[src/rtl/qea_loader_pkg.sv]
// Shared definitions for the QEA host loader: FSM encoding, amplitude lane width,
// read-latency bound and the qubit-count validity rule.
package qea_loader_pkg;

    localparam int AMP_W      = 64;
    localparam int RD_LAT_MAX = 4;

    localparam logic [2:0] ST_IDLE       = 3'd0;
    localparam logic [2:0] ST_LOAD_CTX   = 3'd1;
    localparam logic [2:0] ST_LOAD_STATE = 3'd2;
    localparam logic [2:0] ST_START      = 3'd3;
    localparam logic [2:0] ST_RUN        = 3'd4;
    localparam logic [2:0] ST_READ       = 3'd5;
    localparam logic [2:0] ST_DRAIN      = 3'd6;
    localparam logic [2:0] ST_DONE       = 3'd7;

    function automatic logic qbit_ok(input int n, input int pe_w, input int sa_w);
        return (n >= pe_w) && (n - pe_w <= sa_w);
    endfunction

endpackage

[src/rtl/qea_lane_packer.sv]
// Lane buffer: serial amplitudes to a packed state word on load, packed word back to serial on drain.
// Latency: packed word available combinationally with the last lane; drain data follows the lane counter.
// Backpressure: advances only on ld_vld / drn_adv, so stalled callers see stable drn_dat.
module qea_lane_packer
    import qea_loader_pkg::*;
#(
    parameter int PE_NUM_WIDTH = 2,
    parameter int PE_NUM       = 4
) (
    input  logic                    clk,
    input  logic                    rst,
    input  logic                    ld_vld,
    input  logic [AMP_W-1:0]        ld_dat,
    input  logic                    cap_vld,
    input  logic [PE_NUM*AMP_W-1:0] cap_dat,
    input  logic                    drn_adv,
    output logic                    lane_last,
    output logic [PE_NUM*AMP_W-1:0] pack_dat,
    output logic [AMP_W-1:0]        drn_dat
);

    logic [AMP_W-1:0]        lanes [PE_NUM];
    logic [PE_NUM_WIDTH-1:0] lane_cnt;

    assign lane_last = (lane_cnt == PE_NUM_WIDTH'(PE_NUM - 1));
    assign drn_dat   = lanes[lane_cnt];

    // The lane being written this cycle comes straight from the input so the
    // final handshake can be committed to RAM without an extra cycle.
    always_comb begin
        pack_dat = '0;
        for (int j = 0; j < PE_NUM; j++)
            pack_dat[(PE_NUM-j)*AMP_W-1 -: AMP_W] = (lane_cnt == PE_NUM_WIDTH'(j)) ? ld_dat : lanes[j];
    end

    always_ff @(posedge clk) begin
        if (rst) begin
            lane_cnt <= '0;
            for (int j = 0; j < PE_NUM; j++)
                lanes[j] <= '0;
        end else if (cap_vld) begin
            lane_cnt <= '0;
            for (int j = 0; j < PE_NUM; j++)
                lanes[j] <= cap_dat[(PE_NUM-j)*AMP_W-1 -: AMP_W];
        end else if (ld_vld) begin
            lanes[lane_cnt] <= ld_dat;
            lane_cnt        <= lane_cnt + PE_NUM_WIDTH'(1);
        end else if (drn_adv) begin
            lane_cnt <= lane_cnt + PE_NUM_WIDTH'(1);
        end
    end

endmodule

[src/rtl/qea_host_loader.sv]
// Host sequencer: streams context + amplitudes into QEA, starts it, streams amplitudes back (QEA_LOADER_CYCLE_CNT_EN adds o_cycles).
// Latency: RAM strobes registered one cycle after each handshake; readback is RD_LAT+1 cycles per address.
// Backpressure: s_ready only in load states; m_valid/m_data held while m_ready is low.
module qea_host_loader
    import qea_loader_pkg::*;
#(
    parameter int PE_NUM_WIDTH            = 2,
    parameter int PE_NUM                  = 4,
    parameter int STATE_DATA_WIDTH        = 64,
    parameter int STATE_ADDR_WIDTH        = 16,
    parameter int GATE_CONTEXT_DATA_WIDTH = 64,
    parameter int GATE_CONTEXT_ADDR_WIDTH = 16,
    parameter int MAX_QBIT_WIDTH          = 6,
    parameter int RD_LAT                  = 1
) (
    input  logic                                 clk,
    input  logic                                 rst,
    input  logic                                 i_go,
    input  logic [MAX_QBIT_WIDTH-1:0]            i_qbit_num,
    input  logic [GATE_CONTEXT_ADDR_WIDTH-1:0]   i_ins_num,
    input  logic                                 s_valid,
    output logic                                 s_ready,
    input  logic [63:0]                          s_data,
    output logic                                 m_valid,
    input  logic                                 m_ready,
    output logic [63:0]                          m_data,
    output logic                                 o_busy,
    output logic                                 o_done,
    output logic                                 o_err,
    output logic [31:0]                          o_cycles,
    output logic                                 o_ctx_en,
    output logic                                 o_ctx_wea,
    output logic [GATE_CONTEXT_ADDR_WIDTH-1:0]   o_ctx_addr,
    output logic [GATE_CONTEXT_DATA_WIDTH-1:0]   o_ctx_data,
    output logic                                 o_state_ena,
    output logic                                 o_state_wea,
    output logic [STATE_ADDR_WIDTH-1:0]          o_state_addra,
    output logic [PE_NUM*STATE_DATA_WIDTH-1:0]   o_state_dina,
    output logic                                 o_start,
    input  logic                                 i_complete,
    input  logic [PE_NUM*STATE_DATA_WIDTH-1:0]   i_state_dout
);

    localparam int AW1 = STATE_ADDR_WIDTH + 1;

    logic [2:0]                         state;
    logic [GATE_CONTEXT_ADDR_WIDTH-1:0] ins_q;
    logic [GATE_CONTEXT_ADDR_WIDTH-1:0] ctx_cnt;
    logic [GATE_CONTEXT_ADDR_WIDTH-1:0] ctx_nxt;
    logic [AW1-1:0]                     addr_cnt;
    logic [AW1-1:0]                     addr_nxt;
    logic [AW1-1:0]                     addr_num;
    logic [2:0]                         rd_cnt;
    logic                               s_hs;
    logic                               m_hs;
    logic                               go_ok;
    logic                               lane_last;
    logic                               cap_vld;
    logic [PE_NUM*STATE_DATA_WIDTH-1:0] pack_dat;
    logic [63:0]                        drn_dat;

    assign s_ready  = (state == ST_LOAD_CTX) || (state == ST_LOAD_STATE);
    assign m_valid  = (state == ST_DRAIN);
    assign s_hs     = s_valid && s_ready;
    assign m_hs     = m_valid && m_ready;
    assign m_data   = m_valid ? drn_dat : '0;
    assign o_start  = (state == ST_START);
    assign o_done   = (state == ST_DONE);
    assign o_busy   = (state != ST_IDLE) && (state != ST_DONE);
    assign go_ok    = qbit_ok(int'(i_qbit_num), PE_NUM_WIDTH, STATE_ADDR_WIDTH);
    assign ctx_nxt  = ctx_cnt + GATE_CONTEXT_ADDR_WIDTH'(1);
    assign addr_nxt = addr_cnt + AW1'(1);
    assign cap_vld  = (state == ST_READ) && (rd_cnt == 3'(RD_LAT));

    qea_lane_packer #(
        .PE_NUM_WIDTH (PE_NUM_WIDTH),
        .PE_NUM       (PE_NUM)
    ) u_packer (
        .clk       (clk),
        .rst       (rst),
        .ld_vld    (s_hs && (state == ST_LOAD_STATE)),
        .ld_dat    (s_data),
        .cap_vld   (cap_vld),
        .cap_dat   (i_state_dout),
        .drn_adv   (m_hs),
        .lane_last (lane_last),
        .pack_dat  (pack_dat),
        .drn_dat   (drn_dat)
    );

    always_ff @(posedge clk) begin
        if (rst) begin
            state         <= ST_IDLE;
            ins_q         <= '0;
            ctx_cnt       <= '0;
            addr_cnt      <= '0;
            addr_num      <= '0;
            rd_cnt        <= '0;
            o_err         <= 1'b0;
            o_ctx_en      <= 1'b0;
            o_ctx_wea     <= 1'b0;
            o_ctx_addr    <= '0;
            o_ctx_data    <= '0;
            o_state_ena   <= 1'b0;
            o_state_wea   <= 1'b0;
            o_state_addra <= '0;
            o_state_dina  <= '0;
        end else begin
            o_err       <= 1'b0;
            o_ctx_en    <= 1'b0;
            o_ctx_wea   <= 1'b0;
            o_state_ena <= 1'b0;
            o_state_wea <= 1'b0;
            case (state)
                ST_IDLE: begin
                    if (i_go && go_ok) begin
                        ins_q    <= i_ins_num;
                        ctx_cnt  <= '0;
                        addr_cnt <= '0;
                        addr_num <= AW1'(1) << (i_qbit_num - MAX_QBIT_WIDTH'(PE_NUM_WIDTH));
                        state    <= (i_ins_num == '0) ? ST_LOAD_STATE : ST_LOAD_CTX;
                    end else if (i_go) begin
                        o_err <= 1'b1;
                    end
                end
                ST_LOAD_CTX: begin
                    if (s_hs) begin
                        o_ctx_en   <= 1'b1;
                        o_ctx_wea  <= 1'b1;
                        o_ctx_addr <= ctx_cnt;
                        o_ctx_data <= GATE_CONTEXT_DATA_WIDTH'(s_data);
                        ctx_cnt    <= ctx_nxt;
                        if (ctx_nxt == ins_q)
                            state <= ST_LOAD_STATE;
                    end
                end
                ST_LOAD_STATE: begin
                    if (s_hs && lane_last) begin
                        o_state_ena   <= 1'b1;
                        o_state_wea   <= 1'b1;
                        o_state_addra <= addr_cnt[STATE_ADDR_WIDTH-1:0];
                        o_state_dina  <= pack_dat;
                        addr_cnt      <= addr_nxt;
                        if (addr_nxt == addr_num)
                            state <= ST_START;
                    end
                end
                ST_START: begin
                    addr_cnt <= '0;
                    state    <= ST_RUN;
                end
                ST_RUN: begin
                    if (i_complete) begin
                        o_state_ena   <= 1'b1;
                        o_state_addra <= addr_cnt[STATE_ADDR_WIDTH-1:0];
                        rd_cnt        <= '0;
                        state         <= ST_READ;
                    end
                end
                ST_READ: begin
                    rd_cnt <= rd_cnt + 3'd1;
                    if (cap_vld) begin
                        addr_cnt <= addr_nxt;
                        state    <= ST_DRAIN;
                    end
                end
                ST_DRAIN: begin
                    // addr_cnt already points past the address being drained.
                    if (m_hs && lane_last) begin
                        if (addr_cnt == addr_num) begin
                            state <= ST_DONE;
                        end else begin
                            o_state_ena   <= 1'b1;
                            o_state_addra <= addr_cnt[STATE_ADDR_WIDTH-1:0];
                            rd_cnt        <= '0;
                            state         <= ST_READ;
                        end
                    end
                end
                default: state <= ST_IDLE;
            endcase
        end
    end

`ifdef QEA_LOADER_CYCLE_CNT_EN
    logic [31:0] cyc_q;

    always_ff @(posedge clk) begin
        if (rst)
            cyc_q <= '0;
        else if (state == ST_START)
            cyc_q <= '0;
        else if (state == ST_RUN)
            cyc_q <= cyc_q + 32'd1;
    end

    assign o_cycles = cyc_q;
`else
    assign o_cycles = '0;
`endif

endmodule

[config.mk]
export PLATFORM = sky130hd
export DESIGN_NAME = qea_host_loader
export DESIGN_NICKNAME = d
export VERILOG_FILES = /design/src/rtl/qea_loader_pkg.sv /design/src/rtl/qea_lane_packer.sv /design/src/rtl/qea_host_loader.sv
export SDC_FILE = /design/constraint.sdc
export NUM_CORES = 1
export LEC_CHECK = 0
export ABC_AREA = 1
export BUFFER_PORTS_ARGS = -buffer_cell sky130_fd_sc_hd__buf_2
export CAP_MARGIN = 20
export CELL_PAD_IN_SITES_DETAIL_PLACEMENT = 0
export CELL_PAD_IN_SITES_GLOBAL_PLACEMENT = 1
export CORE_AREA = 2 2 314 316
export DETAILED_ROUTE_END_ITERATION = 10
export DIE_AREA = 0 0 316 318
export MAX_ROUTING_LAYER = met4
export PLACE_DENSITY_LB_ADDON = 0.1
export SLEW_MARGIN = 30
export SYNTH_ARGS = -nofsm -noshare
export SYNTH_HDL_FRONTEND = slang
export SYNTH_SLANG_ARGS = --single-unit
[constraint.sdc]
create_clock -name clk -period 8.2 [get_ports clk]
set_input_delay 0 -clock clk [delete_from_list [all_inputs] [get_ports clk]]
set_output_delay 0 -clock clk [all_outputs]
set_load 0.02 [all_outputs]
After elaboration in Yosys (flattened, before gate mapping). Memory sizes are Yosys's and may differ from the RTL's. A register that Yosys moved wholly into a read port is not among the register bits. Index checks and enable logic that the tools add are counted.

Memories: 1. Word-level logic and storage cells: 139. Memory bits (writable): 256. Flip-flop bits (word level): 174.

Memories: u_packer.lanes (words 4, width 64, read ports 5, clocked after Yosys merged registers in 5, write ports 4, line qea_lane_packer.sv:22) `logic [AMP_W-1:0] lanes [PE_NUM];`.

$add $sub $neg: 6. Equality and inequality tests: 22. $lt $le $gt $ge: 2. Shift operators: 1. Mux-type cells: 55. Reduce and logical (&&, ||, !) cells: 31. Bitwise gates (word level): 7.

Operator list (count): 64-bit two-way mux (6); 16-bit two-way mux (6); 17-bit case mux with 4 select lines (1); 64-bit OR reduction (1); 17-bit two-way mux (3); 16-bit case mux with 3 select lines (1); 17-bit == test (2); 3-bit two-way mux (11); 16-bit case mux with 2 select lines (1); 3-bit case mux with 7 select lines (1); 17-bit by 1-bit adder with 17-bit output, second input constant (1); 1-bit by 6-bit left shift with 17-bit output, first input constant (1); 16-bit by 1-bit adder with 16-bit output, second input constant (1); 16-bit == test (1); 16-bit logical NOT (1); 1-bit two-way mux (16); 2-bit two-way mux (7); 3-bit == test, second input constant (4); 2-bit inequality test, second input constant (5); 1-bit logical AND (9); 3-bit case mux with 3 select lines (1); 3-bit nonzero test (3); 2-bit by 1-bit inequality test with 1-bit output, second input constant (4); 4-bit AND reduction (2); 23 further kinds (35).

Depth between registers and ports, before layout.
Depth in word-level cells: 10. Gate-level depth with buffers: 17. Gate-level depth less buffers: 17.

By module. Synthesis repeated with hierarchy kept, for this count alone.

Cell total of the unflattened synthesis: 4957. Area total of the unflattened synthesis: 35838.1 µm².

Modules (own cells, without submodules): qea_lane_packer (times used 1, area an instance 18003.5 µm², cells an instance 2548); qea_host_loader (times used 1, area an instance 17834.6 µm², cells an instance 2409).

Worst setup path before layout. OpenSTA, ideal clock, no wires.

Path type: register -> register. Start: register state[1]. End: memory u_packer.lanes[0][0], enable pin. Buffers on the path: 2. Path slack: 5057 ps. Cell stages (with the launch flop): 11. Library setup time: 424 ps. Arrival time: 2719 ps. Data required time: 7776 ps. Clock period less this slack: 3143 ps. Path through: dfxtp_1 > inv_2 > nor2_2 > inv_2 > nor2_2 > inv_2 > nor2_8 > nand3_1 > buf_2 > buf_2 > nand2_1.

RTL lines: from (decl) (line qea_host_loader.sv:46) `logic [2:0] state;`; from (signal assigned) (line qea_host_loader.sv:121) `state <= (i_ins_num == '0) ? ST_LOAD_STATE : ST_LOAD_CTX;`; to (decl) (line qea_lane_packer.sv:22).

==> metrics.md <==
| Metric | Value |
|---|---|
| Syn. warnings | 0 |
| DRC Markers | 0 |
| Core Region | 0.0974 mm² |
| Sequential element share of the synthesized area | 50.4% |
| Global-route usage over all layers | 29.0% |
| Yosys top cell area share | 26.7% |
| Pwr Total | 0.00936 W |
| Num rows | 115 |
| Pwr dens | 207 mW/mm² |
| R2R cell count | 11 |
| CTS root buf | clkbuf_16 |
| Worst slew pin tran | 0.969 ns |
| Worst R2R Start | state[0]$_SDFFE_PP0P_ |
| Number of synthesized flops with an enable pin | 256 |
| Num CTS Buffers | 85 |
| Drt first pass iters | 5 |
| Final Util | 46.3% |
| Yosys top cell by area | dfxtp_1 |
| CTS tree | done |
| Vias in the first global route | 32700 |
| Worst-path cell chain | inv_2, nor2_1, nand2_1, inv_1, nand3_1, inv_8, buf_4, buf_4, nand3_1, nand2_1, dlygate4sd3_1 |
| Fin. Hold Viols | 0 |
| CTS max path bufs | 3 |
| Ys async rst share | 0% |
| Tightest Hold Check Type | input port to register |
| Congestion Overflow GR | 0 |
| WL/cell | 22.1 µm |
| CP required | 8.72 ns |
| Synthesis-to-layout area growth | 39.3% |
| Post-Route WL | 146000 µm |
| CP Capture Type | register |
| Netlist Area Pre-Place | 0.0324 mm² |
| Setup violations, final | 0 |
| Relative slew margins | 35.4% |
| Die W | 316 µm |
| Top-count cell post-synth | nand2_1 |
| Hold depth | 6 |
| Crit path DAT | 4.83 ns |
| Final max-slew violation count | 0 |
| Worst VDD drop | 0.142 mV |
| IO Port Bufs | 773 |
| Main area contributors after synthesis | dfxtp_1, edfxtp_1, nand2_1 |
| RD Place Congestion | 0.879 |
| Hold path start | s_valid |
| # fillers | 9877 |
| Worst reg2reg path endpoint | u_packer.lanes[1][29]$_DFFE_PP_ |
| Maxcap violations | 0 |
| DIE AREA | 0.100 mm² |
| Pin count of the biggest net entering global routing | 204 |
| Worst-path fanout max | 125 |
| Setup skew after layout | 0.0167 ns |
| RSZ-0062 raised after global routing | no |
| First-pass GRT wire length | 213000 µm |
| Detail Placement HPWL | 95500 µm |
| Avg Vias per Cell | 5.09 |
| CTS sink count | 688 |
| Distinct cell type count after synthesis | 48 |
| Chip height | 318 µm |
| FMAX | 0.232 GHz |
| Final Non-Filler Cells | 6610 |
| Syn_area_per_cell | 7.88 µm² |
| Reg2Reg Setup Slack | 3.89 ns |
| Most frequent cells after synthesis | nand2_1, dfxtp_1, inv_1 |
| # H-tree levels | 3 |
| Setup Total Neg Slack | 0 ns |
| Lkg Pwr | 21.9 nW |
| CP peak stage delay | 0.79 ns |
| Clk slew on worst S/H paths | 0.06 ns |
| Kind of critical path | register to register |
| Routed Antenna Nets | 0 |
| Initial core utilization | 33.3% |
| Final-stage net count | 5601 |
| Initial antenna violation count | 8 |
| Main synth FF type | dfxtp_1 |
| Share of layout cells above drive strength 1 | 18.7% |
| Period minus WS final | 4.31 ns |
| Tcrit/Tclk final | 52.6% |
| I/O pin total | 806 |
| Count of state elements after synthesis | 688 |
| CP max-delay cell | buf_4 |
| Cell Count Post-Placement | 5909 |
| Run status | finished clean |
| Vias | 33600 |
| Mapped Cells | 4110 |
| Setup crit start kind | register |
| Drt first-iter violations | 2736 |
| Clock Latency Late Sink | 0.66 ns |
==> how the worst max path moves through the flow <==
stage                          start                         endpoint  cells after the start
2_1_floorplan  state[1]$_SDFFE_PP0P_   u_packer.lanes[0][0]$_DFFE_PP_                     10
3_3_place_gp   state[1]$_SDFFE_PP0P_  u_packer.lanes[3][11]$_DFFE_PP_                     11
3_5_place_dp   state[1]$_SDFFE_PP0P_    o_state_dina[93]$_SDFFE_PP0P_                     13
4_1_cts        state[0]$_SDFFE_PP0P_  u_packer.lanes[0][34]$_DFFE_PP_                     11
5_1_grt        state[0]$_SDFFE_PP0P_  u_packer.lanes[1][29]$_DFFE_PP_                     11
6_report       state[0]$_SDFFE_PP0P_  u_packer.lanes[1][29]$_DFFE_PP_                     11
==> stage by stage <==
step	instance area [µm²]	hold WS, ns	setup WS, ns
after CTS	45100	0.0151	3.81
final	45100	0.0774	3.89
after detailed placement	36900	0.264	4.27
after floorplan	32500	0.135	5.06
after global routing	45100	0.0845	3.50
after global placement	36800	0.267	4.28
==> registers in the layout, indices dropped and copies added (netlist names), 2 cells and up, named ones only <==
signal,count
addr_cnt,17
ins_q,16
o_state_dina,256
o_state_addra,16
rd_cnt,3
o_ctx_addr,16
o_ctx_data,64
state,3
u_packer.lane_cnt,2
addr_num,17
u_packer.lanes,256
ctx_cnt,16
==> critical path, delay by kind of cell, from the launching register on <==
family	cells	cell delay (ns)
simple gates	5	0.77
buf+inv	6	2.86
flops	1	0.46
==> layer usage <==
metal,vias up,track usage (%),share of wire [%]
met5,-,-,0
met1,16100,36.3,43
met3,246,4.75,6.1
met4,0,10.9,4.1
li1,16100,-,-
met2,1173,46.7,47
==> area by class of cell <==
cell class	instances	area [µm²]	area share (%)
Timing Repair Buffer	1342	9560	21.2
Multi-Input combinational cell	2696	13100	29.0
Antenna cell	7	17.5	0.0388
Clock inverter	30	358	0.793
Sequential cell	688	16300	36.2
Inverter	430	1650	3.65
Tap cell	1287	1610	3.57
Clock buffer	130	2510	5.56
==> cells by family (layout without fill, tap and decap cells) <==
kind of cell	count (synthesis)	after routing	synth area share, %
flops	688	688	50.4
fa+ha+maj	10	10	0.386
simple gates	1669	1669	21.3
xor+xnor	37	37	1.15
other cells	1	39	0.0116
buf+inv	757	1932	9.74
compound gates	948	948	16.9
==> where the power goes <==
part | internal [W] | total, W | leakage (nW) | switching [W]
clock | 0.00234 | 0.00392 | 1.41 | 0.00158
sequential | 0.00374 | 0.00389 | 6.14 | 0.000149
combinational | 0.000491 | 0.00155 | 14.4 | 0.00106
total | 0.00657 | 0.00936 | 21.9 | 0.00279
==> cell usage in the layout, fill, tap and decap left out, types with 3 or more instances in the layout <==
cell type / netlist / final
or2_2: 6 / 6
a211oi_1: 6 / 6
buf_16: 0 / 3
nor2_2: 9 / 8
bufinv_16: 0 / 7
clkbuf_8: 0 / 15
buf_4: 41 / 28
buf_2: 122 / 773
xor2_1: 24 / 24
nand2_1: 893 / 889
nand4_1: 8 / 8
clkinv_2: 0 / 18
nand2_4: 1 / 5
edfxtp_1: 256 / 256
diode_2: 0 / 7
buf_6: 1 / 4
inv_1: 414 / 408
dfxtp_1: 432 / 430
conb_1: 1 / 32
o221ai_1: 122 / 122
nor3_1: 17 / 17
inv_2: 13 / 10
nor2_1: 334 / 333
clkbuf_16: 0 / 88
nor2_4: 1 / 3
xnor2_1: 9 / 9
clkbuf_1: 140 / 27
nand3_1: 383 / 382
o21ai_1: 15 / 15
inv_6: 0 / 5
a21oi_1: 349 / 349
o211ai_1: 76 / 76
ha_1: 10 / 10
nor4_1: 7 / 7
nand3b_1: 4 / 4
dlygate4sd3_1: 0 / 533
a31oi_1: 33 / 33
o21ai_0: 335 / 335
inv_4: 0 / 5
==> timing repair <==
action / in CTS / in global routing
setup buffers: 0 / 0
hold buffers: 533 / 0
hold endpoints to repair: 635 / 0
resized for setup: 0 / 0
Power figures use the tool's default switching activity.
